`src/rtl/layer_sequencer_if.sv`:
```
// Engine-array / scratch-RAM bundle for the layer sequencer.
// The master side is the sequencer. The slave side is the engine array together with the scratch RAM.
interface layer_sequencer_if #(
    parameter int NUM_LAYERS = 5
);
    logic [NUM_LAYERS-1:0]    eng_start;
    logic [NUM_LAYERS-1:0]    eng_ready;
    logic [NUM_LAYERS*14-1:0] eng_addr;
    logic [NUM_LAYERS*32-1:0] eng_data;
    logic [NUM_LAYERS-1:0]    eng_wren;
    logic [13:0]              mem_addr;
    logic signed [31:0]       mem_data;
    logic                     mem_wren;

    modport master (
        output eng_start, mem_addr, mem_data, mem_wren,
        input  eng_ready, eng_addr, eng_data, eng_wren
    );

    modport slave (
        input  eng_start, mem_addr, mem_data, mem_wren,
        output eng_ready, eng_addr, eng_data, eng_wren
    );
endinterface

```
`src/rtl/layer_sequencer.sv`:
```
// Layer sequencer: launches the layer engines one at a time and watches each with a timeout.
// It gives the scratch RAM port to whichever engine is active.
module layer_sequencer #(
    parameter int NUM_LAYERS = 5,
    parameter int TIMEOUT    = 1048576
) (
    input  logic               Clk,
    input  logic               Reset,
    input  logic               run,
    layer_sequencer_if.master  bus,
    output logic [2:0]         active_layer,
    output logic               busy,
    output logic               done,
    output logic               error
);
    localparam int             TW         = (TIMEOUT > 1) ? $clog2(TIMEOUT) : 1;
    localparam logic [TW-1:0]  TIMER_LAST = TW'(TIMEOUT - 1);
    localparam logic [2:0]     LAST_LAYER = 3'(NUM_LAYERS - 1);

    typedef enum logic [2:0] {
        IDLE, LAUNCH, WAIT, ADVANCE, FINISH, FAULT
    } state_t;

    state_t        state, state_nxt;
    logic [2:0]    layer, layer_nxt;
    logic [TW-1:0] timer, timer_nxt;

    // State, layer index and watchdog timer registers; only control state is reset.
    always_ff @(posedge Clk) begin
        if (Reset) begin
            state <= IDLE;
            layer <= '0;
            timer <= '0;
        end else begin
            state <= state_nxt;
            layer <= layer_nxt;
            timer <= timer_nxt;
        end
    end

    // Next-state logic. The active engine's ready wins over an expiring timer in the same cycle.
    always_comb begin
        state_nxt = state;
        layer_nxt = layer;
        timer_nxt = timer;
        case (state)
            IDLE: begin
                layer_nxt = '0;
                timer_nxt = '0;
                if (run) state_nxt = LAUNCH;
            end
            LAUNCH: begin
                timer_nxt = '0;
                state_nxt = WAIT;
            end
            WAIT: begin
                timer_nxt = timer + TW'(1);
                if (bus.eng_ready[layer])
                    state_nxt = ADVANCE;
                else if (timer == TIMER_LAST)
                    state_nxt = FAULT;
            end
            ADVANCE: begin
                if (layer == LAST_LAYER) begin
                    state_nxt = FINISH;
                end else begin
                    layer_nxt = layer + 3'd1;
                    state_nxt = LAUNCH;
                end
            end
            FINISH: begin
                layer_nxt = '0;
                state_nxt = IDLE;
            end
            FAULT: state_nxt = FAULT;
            default: state_nxt = IDLE;
        endcase
    end

    // Start pulse and RAM mux. Only the active engine's write enable passes, and only while it runs.
    always_comb begin
        bus.eng_start = '0;
        if (state == LAUNCH) bus.eng_start[layer] = 1'b1;
        bus.mem_addr = bus.eng_addr[layer*14 +: 14];
        bus.mem_data = $signed(bus.eng_data[layer*32 +: 32]);
        bus.mem_wren = (state == WAIT) && bus.eng_wren[layer];
    end

    assign active_layer = layer;
    assign busy         = (state != IDLE) && (state != FAULT);
    assign done         = (state == FINISH);
    assign error        = (state == FAULT);
endmodule

```
`src/flat_wrapper.sv`:
```
// flat-port wrapper written by rule: the top's interface ports become plain ports
module layer_sequencer_flat 
#(
    parameter int NUM_LAYERS = 5,
    parameter int TIMEOUT    = 1048576
)
  (Clk, Reset, run, active_layer, busy, done, error, bus_eng_start, bus_mem_addr, bus_mem_data, bus_mem_wren, bus_eng_ready, bus_eng_addr, bus_eng_data, bus_eng_wren);
  layer_sequencer_if #(.NUM_LAYERS(NUM_LAYERS)) bus_i ();
  input  logic Clk;
  input  logic Reset;
  input  logic run;
  output logic [2:0] active_layer;
  output logic busy;
  output logic done;
  output logic error;
  output wire logic [$bits(bus_i.eng_start)-1:0] bus_eng_start;
  output wire logic [$bits(bus_i.mem_addr)-1:0] bus_mem_addr;
  output wire logic [$bits(bus_i.mem_data)-1:0] bus_mem_data;
  output wire logic [$bits(bus_i.mem_wren)-1:0] bus_mem_wren;
  input wire logic [$bits(bus_i.eng_ready)-1:0] bus_eng_ready;
  input wire logic [$bits(bus_i.eng_addr)-1:0] bus_eng_addr;
  input wire logic [$bits(bus_i.eng_data)-1:0] bus_eng_data;
  input wire logic [$bits(bus_i.eng_wren)-1:0] bus_eng_wren;
  assign bus_eng_start = bus_i.eng_start;
  assign bus_mem_addr = bus_i.mem_addr;
  assign bus_mem_data = bus_i.mem_data;
  assign bus_mem_wren = bus_i.mem_wren;
  assign bus_i.eng_ready = bus_eng_ready;
  assign bus_i.eng_addr = bus_eng_addr;
  assign bus_i.eng_data = bus_eng_data;
  assign bus_i.eng_wren = bus_eng_wren;
  layer_sequencer #(.NUM_LAYERS(NUM_LAYERS), .TIMEOUT(TIMEOUT)) u_core (.Clk(Clk), .Reset(Reset), .run(run), .bus(bus_i), .active_layer(active_layer), .busy(busy), .done(done), .error(error));
endmodule
```
`config.mk`:
```
export PLATFORM = sky130hd
export DESIGN_NAME = layer_sequencer_flat
export DESIGN_NICKNAME = d
export VERILOG_FILES = /design/src/rtl/layer_sequencer_if.sv /design/src/rtl/layer_sequencer.sv /design/src/flat_wrapper.sv
export SDC_FILE = /design/constraint.sdc
export NUM_CORES = 1
export LEC_CHECK = 0
export CAP_MARGIN = 20
export CELL_PAD_IN_SITES_DETAIL_PLACEMENT = 2
export CELL_PAD_IN_SITES_GLOBAL_PLACEMENT = 2
export CORE_UTILIZATION = 15
export CTS_BUF_LIST = sky130_fd_sc_hd__clkbuf_4
export DETAILED_ROUTE_END_ITERATION = 10
export GPL_ROUTABILITY_DRIVEN = 0
export PLACE_DENSITY = 0.82
export SETUP_SLACK_MARGIN = 0.1
export SYNTH_ARGS = -nofsm -noshare
export SYNTH_HDL_FRONTEND = slang
export SYNTH_SLANG_ARGS = --single-unit
```
`constraint.sdc`:
```
create_clock -name Clk -period 2.55 [get_ports Clk]
set_input_delay 0.51 -clock Clk [delete_from_list [all_inputs] [get_ports Clk]]
set_output_delay 0.51 -clock Clk [all_outputs]
set_load 0.1 [all_outputs]
```
# After elaboration in Yosys (flattened, before gate mapping)
# Index checks and enable logic that the tools add are counted.
# W data, S select, Z words.
# classes
add_sub_neg	2
n_mul	1
order_cmp	2
eq_ne	11
shift	2
mux	15
n_reduce_logical	11
# op_table
cell	count
$shiftx A160 B9 Y32	1
$shiftx A70 B8 Y14	1
$pmux W20 S2	1
$add A20 B1 Y20 const B	1
$eq A20 B20 Y1 const B	1
$mux W3	5
$pmux W3 S5	1
$eq A3 B3 Y1 const B	3
$bmux W1 S3	2
$eq A3 B2 Y1 const B	2
$mul A3 B3 Y6 const B	1
$pmux W3 S2	1
$mux W5	1
$lt A3 B4 Y1 const B	1
$ne A2 B2 Y1 const B	2
$reduce_and A2 Y1	2
$reduce_bool A2 Y1	2
$reduce_or A2 Y1	2
$add A3 B1 Y3 const B	1
$demux W1 S3	1
$eq A3 B1 Y1 const B	1
$ge A3 B1 Y1 const B	1
$logic_and A1 B1 Y1	3
$logic_not A3 Y1	1
4 further kinds	6
# word_totals
reg_bits	26
inputBits	243
out_inout_bits	58
word_cells	47

# Longest topological paths before layout
# logic_depth
depth_word	5
depth_mapped	8
ltp_nobuf	6

# Worst setup path after synthesis
# No wires, ideal clock.
# synth_timing
path_type	reg2out
start	register u_core.layer[2] (netlist: u_core.active_layer[2])
end	output bus_eng_start[4]
arrival_ns	4.050
required_ns	2.040
path_slack_ns	-2.010
path_stages_with_launch	6
path_buffers	2
cell_sequence	dfxtp_1 > inv_2 > nor3_1 > buf_2 > buf_2 > nor3b_1
# synth_via
elab_chain_len	5
elab_cells_between_ends	6
classes_between	2 x order compare; 3 x mux; 1 x reduce/logical
# synth_lines
element	line	rtl
start: declaration	layer_sequencer.sv:25	logic [2:0] layer, layer_nxt;
start signal: assignment	layer_sequencer.sv:36	layer <= layer_nxt;
$lt A3 B4 Y1 (implied by the code) or $ge A3 B1 Y1 (tied branches)	layer_sequencer.sv:83	if (state == LAUNCH) bus.eng_start[layer] = 1'b1;
$logic_and A1 B1 Y1 (implied by the code)	layer_sequencer.sv:83	
$mux W1 (implied by the code)	layer_sequencer.sv:83	
$demux W1 S3 (*)	n/a	
$mux W5 (*)	layer_sequencer.sv:83	
end: declaration	flat_wrapper.sv:16	output wire logic [$bits(bus_i.eng_start)-1:0] bus_eng_start;
# Every way passes the cells marked *; elsewhere a longest branch is shown, timed or not.

# Worst setup path after layout
# layout_timing
start	register u_core.layer[0] (netlist: u_core.active_layer[0])
end	output bus_mem_addr[8]
# layout_via
elab_chain_len	2
# layout_lines
element	line	rtl
$mul A3 B3 Y6	layer_sequencer.sv:84	bus.mem_addr = bus.eng_addr[layer*14 +: 14];
$shiftx A70 B8 Y14	layer_sequencer.sv:84	
end: declaration	flat_wrapper.sv:17	output wire logic [$bits(bus_i.mem_addr)-1:0] bus_mem_addr;
# No other way between the ends.

==> results <==
[kinds of logic (layout without fill, tap and decap cells)]
kind of cell | after synthesis | in the layout | synth area share (%)
simple gates | 86 | 86 | 15.9
compound gates | 85 | 85 | 21.5
mux | 52 | 52 | 36.5
buf+inv | 38 | 340 | 5.18
flops | 26 | 26 | 17.1
xor+xnor | 9 | 9 | 2.59
fa+ha+maj | 3 | 3 | 1.23
other cells | 0 | 3 | 0
[layer usage]
layer  track usage (%)  part of all wire, %  vias to the layer above
met5                 0                    0                        -
met4              6.09                  2.1                        0
met3              3.77                  6.9                       24
li1                  -                    -                     1837
met1              21.1                   36                     2031
met2              37.2                   55                      169
[worst max-delay path, cell delays in order (launching register included)]
cell and delay (ps):
dfxtp_4 440, buf_12 140, buf_12 120, mux4_2 530, a22o_4 250, buf_12 160
[worst min path at each step]
stage | end | slack [ps] | depth (start not counted) | startpoint
floorplan | u_core.timer[18] | 450 | 2 | u_core.timer[18]
global placement | u_core.timer[18] | 460 | 2 | u_core.timer[18]
detailed placement | u_core.timer[17] | 490 | 2 | u_core.timer[17]
CTS | u_core.timer[17] | 510 | 2 | u_core.timer[17]
global route | u_core.timer[18] | 530 | 2 | u_core.timer[18]
finish | u_core.timer[17] | 500 | 2 | u_core.timer[17]
[cells in the mapped netlist, types with 2 or more instances]
master     n  area [µm²]
mux2i_1    4        40.0
nand4_2    2        25.0
o21ai_0   10        50.1
ha_1       3        37.5
nor3b_1    2        15.0
dfxtp_1   26         521
a221oi_1   2        17.5
nand3_1   10        50.1
nand2b_1   3        18.8
inv_1      7        26.3
and4_1     3        26.3
nor2_1    18        67.6
xnor2_1    5        43.8
nor4_1     2        12.5
nand4_1    5        31.3
or3_1      6        37.5
a22oi_1    4        30.0
clkbuf_1  17        63.8
and2_1     3        18.8
buf_2     11        55.1
a22o_1    46         403
nand2_1   11        41.3
nor3_1     6        30.0
xor2_1     4        35.0
a21oi_1   11        55.1
o31ai_1    6        45.0
nor2b_1    3        18.8
mux4_2    47        1060
or4_1      6        45.0
[area by class of cell]
cell class                      instances  area share, %
Antenna cell                            3         0.0998
Clock buffer                            3          0.299
Clock inverter                          1          0.399
Inverter                                8          0.449
Multi-Input combinational cell        235           35.1
Sequential cell                        26           7.08
Tap cell                              265           4.41
Timing Repair Buffer                  328           52.2
[metrics by stage]
| step | hold WS (ps) | setup TNS (ps) | util [%] | instance area (µm²) | worst slack [ps] |
|---|---|---|---|---|---|
| final | 504 | 0 | 38.3 | 7520 | 63.6 |
| after global routing | 528 | -71.2 | 38.3 | 7520 | -17.0 |
| after CTS | 508 | 0 | 37.3 | 7330 | 41.6 |
| after detailed placement | 490 | 0 | 36.5 | 7160 | 111 |
| after global placement | 461 | 0 | 36.5 | 7160 | 123 |
| after floorplan | 448 | -36.9 | - | 3250 | -36.9 |
[repair_timing]
action,in CTS,in global routing
hold buffers,0,0
hold endpoints to repair,0,0
resized for setup,4,21
setup buffers,7,7
gates cloned,0,0
pin swaps,1,3
endpoints found under the setup margin,52,52
[sequential cells by signal, summed over array words and instances (netlist names)]
register	flops
u_core.active_layer	3
u_core.timer	20
u_core.state	3
[power by group through the flow]
stage                     combinational [mW]  clock (mW)  sequential (mW)
after floorplan                         1.08           0            0.471
after global placement                  1.90           0            0.513
after detailed placement                1.94           0            0.516
after CTS                               1.97       0.301            0.502
after global routing                    2.07       0.326            0.517
final                                   1.99       0.290            0.509
==> impl_metrics.env <==
export IMPL_maxSlewViolCount=0
export IMPL_grt_pass1_wl_mm=29.9
export IMPL_r2r_end="u_core.state[2]"
export IMPL_finalWirelength_mm=21.6
export IMPL_grt_pass1_vias=4714
export IMPL_cts_clk_slew_worst_paths_ps=140
export IMPL_fill_cells=2091
export IMPL_port_buffer_count=300
export IMPL_clock_latency_ps=330
export IMPL_htreeDepth=1
export IMPL_power_frac_clock_pct=10.4
export IMPL_num_rows=51
export IMPL_grt_overflow_total=0
export IMPL_cts_made_buffers=3
export IMPL_coreArea_um2=19700
export IMPL_nNetsFinal=848
export IMPL_startpoint="u_core.active_layer[0]"
export IMPL_synth_area_um2=3040
export IMPL_crit_path_max_fanout=5
export IMPL_dieWidth_um=144
export IMPL_fin_worst_skew_ps=15.3
export IMPL_p_seq_share_pct=18.3
export IMPL_via_per_inst=4.67
export IMPL_cts_tree="done"
export IMPL_finalHoldViolCount=0
export IMPL_dp_hpwl_mm=17.7
export IMPL_intPower_mw=1.53
export IMPL_multi_input_area_um2=2640
export IMPL_fin_crit_sh_pct=97.5
export IMPL_arrival_ps=1980
export IMPL_ys_ff_latch=26
export IMPL_clock_sinks=26
export IMPL_synth_edf_count=0
export IMPL_syn_num_nets=545
export IMPL_dr_pass1_iters=4
export IMPL_post_route_min_period_ps=2490
export IMPL_p_total_mw=2.79
export IMPL_crit_required_ps=2040
export IMPL_regArea_um2=533
export IMPL_ys_seq_area_share_pct=17.1
export IMPL_final_cell_count_no_fill=869
export IMPL_comb_power_share_pct=71.4
export IMPL_crit_end="bus_mem_addr[8]"
export IMPL_layout_commonest_cell="clkdlybuf4s50_1"
export IMPL_worst_hold_path_type="flip-flop to flip-flop"
export IMPL_r2r_start="u_core.active_layer[0]"
export IMPL_antenna_found_initial=4
export IMPL_routedWlPerCell_um=24.8
export IMPL_outcome="finished clean"
export IMPL_max_freq_ghz=0.402
export IMPL_pin_count=301
export IMPL_syn_inst=299
export IMPL_tightest_slew_ps=599
export IMPL_syn_area_per_cell_um2=10.2
export IMPL_via_count=4061
export IMPL_clockRootBuffer="clkbuf_4"
export IMPL_track_usage_pct=19.4
export IMPL_yosys_warnings=0
export IMPL_place_inst=848
export IMPL_syn2layout_area_growth_pct=147
export IMPL_die_height_um=144
export IMPL_worst_r2r_path_depth=11
export IMPL_slew_headroom_pct=59.6
export IMPL_route_detailed_drc=0
export IMPL_rsz0062_at_grt="yes"
export IMPL_regToRegSetupSlack_ps=400
export IMPL_setup_worst_path_class="flip-flop to output pin"
export IMPL_ir_worst_vdd_mv=0.562
export IMPL_p_switching_mw=1.26
export IMPL_power_density_nw_per_um2=371
export IMPL_cp_end_kind="output pin"
export IMPL_drt_initial_drc_count=141
export IMPL_synthArstFlopShare_pct=0
export IMPL_crit_path_start_kind="flip-flop"
export IMPL_synth_cell_types=45
export IMPL_leakagePower_nw=2.69
export IMPL_dominantRegCellSynth="dfxtp_1"
export IMPL_grt_max_degree=32
export IMPL_initial_utilization_pct=15.5
export IMPL_drive_gt1_share_pct=34.6
export IMPL_postRouteAntennaNets=0
export IMPL_cts_max_path_buffers=2
export IMPL_swShare_pct=45.1
export IMPL_die_area_um2=20900
export IMPL_final_cell_mix="242 x clkdlybuf4s50_1, 66 x buf_12, 47 x mux4_2"
export IMPL_setup_viol=0
export IMPL_cap_violations=0
(Power assumes the default switching activity.)
